--- src/rtl/tone_sequencer_pkg.sv ---
// Shared encodings for the tone sequencer: sequencing modes, FSM states and
// ping-pong direction.
package tone_sequencer_pkg;

    typedef enum logic [1:0] {
        MODE_LOOP     = 2'd0,
        MODE_PINGPONG = 2'd1,
        MODE_ONESHOT  = 2'd2,
        MODE_HOLD     = 2'd3
    } mode_e;

    typedef enum logic [1:0] {
        IDLE = 2'd0,
        RUN  = 2'd1,
        DONE = 2'd2
    } state_e;

    typedef enum logic {
        DIR_UP   = 1'b0,
        DIR_DOWN = 1'b1
    } dir_e;

endpackage

--- src/rtl/tone_sequencer_divider.sv ---
// Half-period counter and speaker toggle flop. A half_period of 0 is a rest:
// the output stays low and the counter is parked at 0. clear has priority and
// returns both the counter and the output to 0.
module tone_divider #(
    parameter int DIV_W = 20
) (
    input  logic             clk,
    input  logic             reset_n,
    input  logic             run,
    input  logic             clear,
    input  logic [DIV_W-1:0] half_period,
    output logic             square
);

    logic [DIV_W-1:0] hp_cnt;

    // Count clk cycles and toggle the output at the end of each half-period.
    // NOTE: sequential state uses non-blocking assignments so every flop
    // samples the pre-edge values, independent of statement order.
    always_ff @(posedge clk or negedge reset_n) begin
        if (!reset_n) begin
            hp_cnt <= '0;
            square <= 1'b0;
        end else if (clear) begin
            hp_cnt <= '0;
            square <= 1'b0;
        end else if (run) begin
            if (half_period == '0) begin
                hp_cnt <= '0;
                square <= 1'b0;
            end else if (hp_cnt >= half_period - DIV_W'(1)) begin
                // >= so a table entry shrunk mid-count ends the half-period
                // on the next cycle instead of running to wrap-around.
                hp_cnt <= '0;
                square <= ~square;
            end else begin
                hp_cnt <= hp_cnt + DIV_W'(1);
            end
        end
    end

endmodule

--- src/rtl/tone_sequencer.sv ---
// Multi-tone square-wave sequencer. Steps through NUM_TONES half-period slots,
// spending `dwell` clk cycles on each, in LOOP, PINGPONG, ONESHOT or HOLD
// order. All timing is clk-enable counting on the single clock.
module tone_sequencer
    import tone_sequencer_pkg::*;
#(
    parameter int NUM_TONES = 4,
    parameter int DIV_W     = 20,
    parameter int DWELL_W   = 25,
    parameter int IDX_W     = (NUM_TONES > 1) ? $clog2(NUM_TONES) : 1
) (
    input  logic                       clk,
    input  logic                       reset_n,
    input  logic                       on,
    input  logic [1:0]                 mode,
    input  logic [NUM_TONES*DIV_W-1:0] half_period,
    input  logic [DWELL_W-1:0]         dwell,
    output logic                       speaker,
    output logic [IDX_W-1:0]           tone_idx,
    output logic                       step_pulse,
    output logic                       done
);

    localparam logic [IDX_W-1:0] LAST_IDX = IDX_W'(NUM_TONES - 1);

    state_e             state_q, state_d;
    mode_e              mode_q, mode_d;
    dir_e               dir_q, dir_d;
    logic [IDX_W-1:0]   idx_q, idx_d;
    logic [DWELL_W-1:0] dw_cnt, dw_d;
    logic               step_q, step_d;
    logic               advance;
    logic [DIV_W-1:0]   hp_sel;
    logic               div_run;
    logic               div_clear;

    // Live table lookup for the slot currently playing.
    assign hp_sel = half_period[int'(idx_q) * DIV_W +: DIV_W];

    // The divider only counts in RUN; leaving RUN, on dropping, or a step
    // advance all restart it from a low output.
    assign div_run   = (state_q == RUN);
    assign div_clear = (state_q != RUN) || !on || advance;

    tone_divider #(
        .DIV_W (DIV_W)
    ) u_divider (
        .clk         (clk),
        .reset_n     (reset_n),
        .run         (div_run),
        .clear       (div_clear),
        .half_period (hp_sel),
        .square      (speaker)
    );

    // Next-state, dwell counting and index sequencing.
    // NOTE: every signal written here gets a default first, so no path
    // leaves a value unassigned and no latch is inferred.
    always_comb begin
        state_d = state_q;
        mode_d  = mode_q;
        dir_d   = dir_q;
        idx_d   = idx_q;
        dw_d    = dw_cnt;
        step_d  = 1'b0;
        advance = 1'b0;

        case (state_q)
            IDLE: begin
                if (on) begin
                    state_d = RUN;
                    mode_d  = mode_e'(mode);
                    dir_d   = DIR_UP;
                    idx_d   = '0;
                    dw_d    = '0;
                end
            end

            RUN: begin
                if (!on) begin
                    // Dropping on beats any coincident advance or toggle.
                    state_d = IDLE;
                    dir_d   = DIR_UP;
                    idx_d   = '0;
                    dw_d    = '0;
                end else if (dwell == '0) begin
                    // A zero dwell never advances; park the counter.
                    dw_d = '0;
                end else if (dw_cnt == dwell - DWELL_W'(1)) begin
                    advance = 1'b1;
                    step_d  = 1'b1;
                    dw_d    = '0;
                    // The advance follows the mode latched at the previous
                    // advance; the new mode takes effect from the next one.
                    mode_d  = mode_e'(mode);
                    case (mode_q)
                        MODE_LOOP: begin
                            idx_d = (idx_q == LAST_IDX) ? '0 : idx_q + IDX_W'(1);
                        end
                        MODE_PINGPONG: begin
                            if (NUM_TONES == 1) begin
                                idx_d = idx_q;
                            end else if (dir_q == DIR_UP) begin
                                if (idx_q == LAST_IDX) begin
                                    idx_d = idx_q - IDX_W'(1);
                                    dir_d = DIR_DOWN;
                                end else begin
                                    idx_d = idx_q + IDX_W'(1);
                                end
                            end else begin
                                if (idx_q == '0) begin
                                    idx_d = idx_q + IDX_W'(1);
                                    dir_d = DIR_UP;
                                end else begin
                                    idx_d = idx_q - IDX_W'(1);
                                end
                            end
                        end
                        MODE_ONESHOT: begin
                            if (idx_q == LAST_IDX) begin
                                state_d = DONE;
                            end else begin
                                idx_d = idx_q + IDX_W'(1);
                            end
                        end
                        default: begin
                            idx_d = idx_q;
                        end
                    endcase
                end else begin
                    dw_d = dw_cnt + DWELL_W'(1);
                end
            end

            DONE: begin
                if (!on) begin
                    state_d = IDLE;
                    dir_d   = DIR_UP;
                    idx_d   = '0;
                    dw_d    = '0;
                end
            end

            default: begin
                state_d = IDLE;
                dir_d   = DIR_UP;
                idx_d   = '0;
                dw_d    = '0;
            end
        endcase
    end

    // State, mode, direction, index, dwell counter and strobe registers.
    always_ff @(posedge clk or negedge reset_n) begin
        if (!reset_n) begin
            state_q <= IDLE;
            mode_q  <= MODE_LOOP;
            dir_q   <= DIR_UP;
            idx_q   <= '0;
            dw_cnt  <= '0;
            step_q  <= 1'b0;
        end else begin
            state_q <= state_d;
            mode_q  <= mode_d;
            dir_q   <= dir_d;
            idx_q   <= idx_d;
            dw_cnt  <= dw_d;
            step_q  <= step_d;
        end
    end

    assign tone_idx   = idx_q;
    assign step_pulse = step_q;
    assign done       = (state_q == DONE);

endmodule

--- config.mk ---
export PLATFORM = sky130hd
export DESIGN_NAME = tone_sequencer
export DESIGN_NICKNAME = d
export VERILOG_FILES = /design/src/rtl/tone_sequencer_pkg.sv /design/src/rtl/tone_sequencer_divider.sv /design/src/rtl/tone_sequencer.sv
export SDC_FILE = /design/constraint.sdc
export NUM_CORES = 1
export LEC_CHECK = 0
export CAP_MARGIN = 20
export CORE_MARGIN = 2
export CORE_UTILIZATION = 40
export CTS_BUF_LIST = sky130_fd_sc_hd__clkbuf_16
export CTS_CLUSTER_DIAMETER = 50
export DETAILED_ROUTE_END_ITERATION = 12
export PLACE_DENSITY = 0.67
export SYNTH_ARGS = -nofsm -noshare
export SYNTH_HDL_FRONTEND = slang
export SYNTH_SLANG_ARGS = --single-unit
--- constraint.sdc ---
create_clock -name clk -period 4.4 [get_ports clk]
set_input_delay 0.88 -clock clk [delete_from_list [all_inputs] [get_ports clk]]
set_output_delay 0.88 -clock clk [all_outputs]
set_load 0.05 [all_outputs]
After elaboration in Yosys (flattened, before gate mapping)
Index checks and enable logic that the tools add are counted.

Register bits after elaboration: 54.

Magnitude comparators: 1. Multiply operators: 1. Bitwise gates (word level): 1. Equal/unequal tests: 19. Reduce and logical (&&, ||, !) cells: 17. Mux-type cells: 52. $add $sub $neg: 6. Shift operators: 1.

Operators with widths (count): $mux W25 (5); $mux W20 (4); $shiftx A80 B8 Y20 (1); $pmux W25 S3 (1); $mux W2 (20); $add A25 B1 Y25 const B (1); $eq A25 B25 Y1 (1); $logic_not A25 Y1 (1); $sub A25 B1 Y25 const B (1); $add A20 B1 Y20 const B (1); $ge A20 B20 Y1 (1); $logic_not A20 Y1 (1); $sub A20 B1 Y20 const B (1); $pmux W2 S3 (3); $mux W1 (17); $ne A3 B2 Y1 const B (4); $reduce_and A6 Y1 (2); $reduce_and A5 Y1 (2); $ne A2 B2 Y1 const B (4); $eq A2 B2 Y1 const B (3); $logic_not A2 Y1 (3); $mul A2 B3 Y5 const B (1); $ne A5 B2 Y1 const B (1); $eq A2 B1 Y1 const B (2); other kinds (13) (17).

Depth between registers and ports, before layout
Word-level depth: 9. Depth in mapped cells: 20. Mapped depth without buffers: 16.

Modules after synthesis
A second synthesis with hierarchy kept.

Cell total of the unflattened synthesis: 591. Area total of the unflattened synthesis: 5245.0 sq um.

Modules (own cells, without submodules): tone_sequencer (cells each 377, area an instance 3377.0 sq um, instances 1); tone_divider (cells each 214, area an instance 1868.0 sq um, instances 1).

Worst setup path before layout
No wires, ideal clock.

Path type: register to register. From: reg idx_q[0] (netlist: tone_idx[0]). To: reg u_divider.hp_cnt[6]. Required time: 4.331 ns. Library setup time: 0.069 ns. Path slack: -0.145 ns. Clock period less this slack: 4.545 ns. Arrival: 4.476 ns. Stages on the path, launching flop included: 20. Cell sequence: dfrtp_1 buf_2 buf_2 mux4_2 inv_1 ha_1 and2_1 clkbuf_1 nand2_1 or3_1 xor2_1 ha_1 nor2b_1 o21ai_0 o211ai_1 nand2_1 o211a_1 o311ai_4 buf_6 nor2_2.

Cells in the longest elaborated chain, start to end: 8.

Ends and longest elaborated chain: start, declared (RTL line tone_sequencer.sv:29) `logic [IDX_W-1:0] idx_q, idx_d;`; start signal, assigned (RTL line tone_sequencer.sv:166) `idx_q <= idx_d;`; $mul A2 B3 Y5 (*) (RTL line tone_sequencer.sv:38) `assign hp_sel = half_period[int'(idx_q) * DIV_W +: DIV_W];`; $shiftx A80 B8 Y20 (*) (RTL line tone_sequencer.sv:38); $sub A20 B1 Y20 (RTL line tone_sequencer_divider.sv:31) `end else if (hp_cnt >= half_period - DIV_W'(1)) begin`; $ge A20 B20 Y1 (RTL line tone_sequencer_divider.sv:31); $mux W20 (RTL line tone_sequencer_divider.sv:31); $mux W20 (*) (RTL line tone_sequencer_divider.sv:28) `if (half_period == '0) begin`; $mux W20 (*) (RTL line tone_sequencer_divider.sv:27) `end else if (run) begin`; $mux W20 (*) (RTL line tone_sequencer_divider.sv:24) `end else if (clear) begin`; end signal, assigned (RTL line tone_sequencer_divider.sv:37) `hp_cnt <= hp_cnt + DIV_W'(1);`; end, declared (RTL line tone_sequencer_divider.sv:15) `logic [DIV_W-1:0] hp_cnt;`.

Every way passes the cells marked *; elsewhere a longest branch is shown, timed or not. The select of a mux whose other input is x is not followed. A chain may end at the register's enable or synchronous reset.

Final worst setup path
From: in half_period[47]. To: reg u_divider.hp_cnt[9].

Cells in the longest elaborated chain, start to end: 7.

Ends and longest elaborated chain: start, declared (RTL line tone_sequencer.sv:16) `input logic [NUM_TONES*DIV_W-1:0] half_period,`; $shiftx A80 B8 Y20 (*) (RTL line tone_sequencer.sv:38); $sub A20 B1 Y20 (RTL line tone_sequencer_divider.sv:31); $ge A20 B20 Y1 (RTL line tone_sequencer_divider.sv:31); $mux W20 (RTL line tone_sequencer_divider.sv:31); $mux W20 (*) (RTL line tone_sequencer_divider.sv:28); $mux W20 (*) (RTL line tone_sequencer_divider.sv:27); $mux W20 (*) (RTL line tone_sequencer_divider.sv:24).

Marks and branches as above.

==> flow_metrics.env <==
export IMPL_nFillCells=1162
export IMPL_io_pins=115
export IMPL_grt_pass1_wl_mm=25.4
export IMPL_row_count=42
export IMPL_hold_viol_final=0
export IMPL_clk_pin_slew_ns=0.07
export IMPL_io_buffer_count=114
export IMPL_seq_area_um2=1350
export IMPL_worst_pin_slew_ns=1.04
export IMPL_cts_tree="done"
export IMPL_grt_pass1_vias=5391
export IMPL_grt_max_degree=41
export IMPL_p_leak_nw=3.07
export IMPL_clockRootBuffer="clkbuf_16"
export IMPL_fmax_mhz=232
export IMPL_path_common_cell="nand2_1"
export IMPL_layout_drive_gt1_share=0.181
export IMPL_setup_viol=0
export IMPL_cts_buffers=5
export IMPL_synth_cell_types=69
export IMPL_wl_mm=15.3
export IMPL_final_util=0.563
export IMPL_crit_path_end_kind="flip-flop"
export IMPL_hp_class="in -> async"
export IMPL_cts_hold_fix_buffers=0
export IMPL_worstSetupStartpointType="primary input"
export IMPL_clkSinkCount=54
export IMPL_grtUsageTotal=0.215
export IMPL_clock_skew_ns=0.00894
export IMPL_cts_max_path_buffers=2
export IMPL_antenna_cells=0
export IMPL_drt_initial_drc_count=282
export IMPL_outcome="finished, final reports clean"
export IMPL_synth_edf_count=0
export IMPL_die_h_um=120
export IMPL_drc_errors=0
export IMPL_overflow=0
export IMPL_htree_num_levels=2
export IMPL_start_util=0.407
export IMPL_ys_seq_area_frac=0.253
export IMPL_vias=5201
export IMPL_hold_ws_ns=0.482
export IMPL_r2r_start="tone_idx[0]"
export IMPL_slew_headroom=0.304
export IMPL_core_um2=13100
export IMPL_synth_area_per_cell_um2=8.89
export IMPL_wl_per_cell_um=16.3
export IMPL_synth_nets=743
export IMPL_dr_pass1_iters=4
export IMPL_die_area_um2=14300
export IMPL_slew_violations=0
export IMPL_ir_drop_mv=0.133
export IMPL_required_ns=4.64
export IMPL_period_share=0.978
export IMPL_cap_violations=0
export IMPL_cp_max_fo=7
export IMPL_place_gp_congestion=0.913
export IMPL_syn_to_final_growth_pct=38.2
export IMPL_crit_type="in -> reg"
export IMPL_cp_top_family="simple AND/OR/NAND/NOR gates"
export IMPL_finalPower_mw=1.21
export IMPL_via_per_inst=5.55
export IMPL_cp_startpoint="half_period[47]"
export IMPL_yosys_register_bits=54
export IMPL_synth_cells=602
export IMPL_final_cell_mix="clkdlybuf4s50_1, nand2_1, buf_4"
export IMPL_async_flop_share=1.00
export IMPL_final_antenna_net_count=0
export IMPL_synth_top_flop_cell="dfrtp_1"
export IMPL_synth_area_um2=5350
export IMPL_final_common_cell="clkdlybuf4s50_1"
export IMPL_num_nets_final=901
export IMPL_multi_input_area_um2=3910
export IMPL_period_needed_ns=4.30
export IMPL_cp_arrival_ns=4.54
export IMPL_slowest_delay_ns=0.52
export IMPL_clk_insertion_delay_late_ns=0.30
export IMPL_path_buf_inv=2
export IMPL_hpwlAfterDp_mm=12.3
export IMPL_powerDensity_nw_per_um2=164
export IMPL_antenna_found_initial=0
export IMPL_slowest_stage="mux4_2"
export IMPL_ys_warn_count=0
export IMPL_path_cells="clkdlybuf4s50_1, mux4_2, nor4_4, nor2b_4, nand2_1, or3_4, xor2_2, ha_1, nor2b_1, o21ai_1, o211ai_1, nand2_1, o211a_1, o311ai_4, clkbuf_16, nor2_2"
export IMPL_chipWidth_um=120
## area by class of cell
cell class / instances / share of cell area
Clock inverter: 3 / 0.00322
Sequential cell: 54 / 0.183
Inverter: 21 / 0.0107
Timing Repair Buffer: 174 / 0.228
Tap cell: 176 / 0.0298
Clock buffer: 5 / 0.0169
Multi-Input combinational cell: 504 / 0.529
## what timing repair did
action / in CTS / in global routing
endpoints found under the setup margin: 20 / 21
gates resized for setup: 1 / 33
buffers inserted: 0 / 4
gates cloned: 0 / 1
pin swaps: 0 / 7
## sequential cells by signal (all words and copies together), names as in the netlist
| signal | flops |
|---|---|
| state_q | 2 |
| mode_q | 2 |
| u_divider.square | 1 |
| tone_idx | 2 |
| dw_cnt | 25 |
| u_divider.hp_cnt | 20 |
| step_pulse | 1 |
| dir_q | 1 |
## cells in the mapped netlist, drive strengths merged, types with 5 or more instances
| master | number | area share |
|---|---|---|
| or4 | 8 | 0.013 |
| o211ai | 5 | 0.0070 |
| nor3 | 17 | 0.017 |
| buf | 8 | 0.010 |
| nand2b | 13 | 0.017 |
| and2 | 7 | 0.0082 |
| nand3 | 25 | 0.023 |
| or3 | 11 | 0.014 |
| xor2 | 31 | 0.051 |
| nor2b | 13 | 0.015 |
| mux4 | 20 | 0.084 |
| nor4 | 19 | 0.028 |
| nand4 | 12 | 0.015 |
| o21ai | 27 | 0.025 |
| and3 | 13 | 0.015 |
| inv | 21 | 0.015 |
| dfrtp | 54 | 0.25 |
| nor2 | 50 | 0.044 |
| a211oi | 13 | 0.018 |
| nand2 | 59 | 0.041 |
| clkbuf | 15 | 0.011 |
| ha | 31 | 0.072 |
| a21o | 19 | 0.027 |
| a21oi | 8 | 0.0075 |
| or2 | 10 | 0.012 |
| xnor2 | 39 | 0.064 |
## through the flow
step | TNS (ns) | cells | setup slack [ns] | cell area, µm²
finish | 0 | 937 | 0.0970 | 7390
global route | -0.0373 | 937 | -0.0139 | 7390
CTS | 0 | 932 | 0.00286 | 7210
detailed placement | -7.70 | 924 | -0.377 | 7060
global placement | -5.12 | 924 | -0.251 | 7060
floorplan | 0 | 602 | 0.0581 | 5350
## final timing paths
kind	endpoint	slack, ns	depth (start not counted)
setup / recovery	u_divider.hp_cnt[9]	0.1	16
hold / removal	u_divider.hp_cnt[4]	0.48	1
setup reg to reg	u_divider.hp_cnt[9]	0.23	16
hold reg to reg	u_divider.hp_cnt[0]	0.53	1
max in group asynchronous	mode_q[0]	3.08	2
min in group clk	u_divider.hp_cnt[0]	0.53	1
## logic make-up (layout without fill, tap and decap cells)
family	count (synthesis)	after routing	share of synthesized area
AO/OA/AOI/OAI	110	110	0.152
XOR/XNOR	70	70	0.115
adder cells (fa/ha/maj)	31	31	0.0725
buffers and inverters	44	203	0.0355
flip-flops	54	54	0.253
multiplexers	22	22	0.0879
AND/OR/NAND/NOR	271	271	0.285
## where the power goes
| part | switching [mW] | internal (mW) |
|---|---|---|
| clock | 0.190 | 0.213 |
| sequential | 0.00757 | 0.501 |
| combinational | 0.131 | 0.169 |
| total | 0.328 | 0.883 |
## layer usage
metal	vias to the layer above	GRT usage	share of wire
met5	-	0	0
met4	0	0.0684	0.023
met3	31	0.0276	0.046
met2	128	0.377	0.50
met1	2497	0.274	0.44
li1	2545	-	-
## worst reg2reg max path: stages (launching register included)
cell       delay [ns]
dfrtp_2          0.59
buf_4            0.25
mux4_2           0.56
nor4_4           0.32
nor2b_4          0.21
nand2_1          0.12
or3_4            0.42
xor2_2           0.16
ha_1             0.29
nor2b_1          0.14
o21ai_1          0.13
o211ai_1         0.11
nand2_1          0.07
o211a_1          0.23
o311ai_4         0.18
clkbuf_16        0.24
nor2_2           0.10
Power figures use the tool's default switching activity.
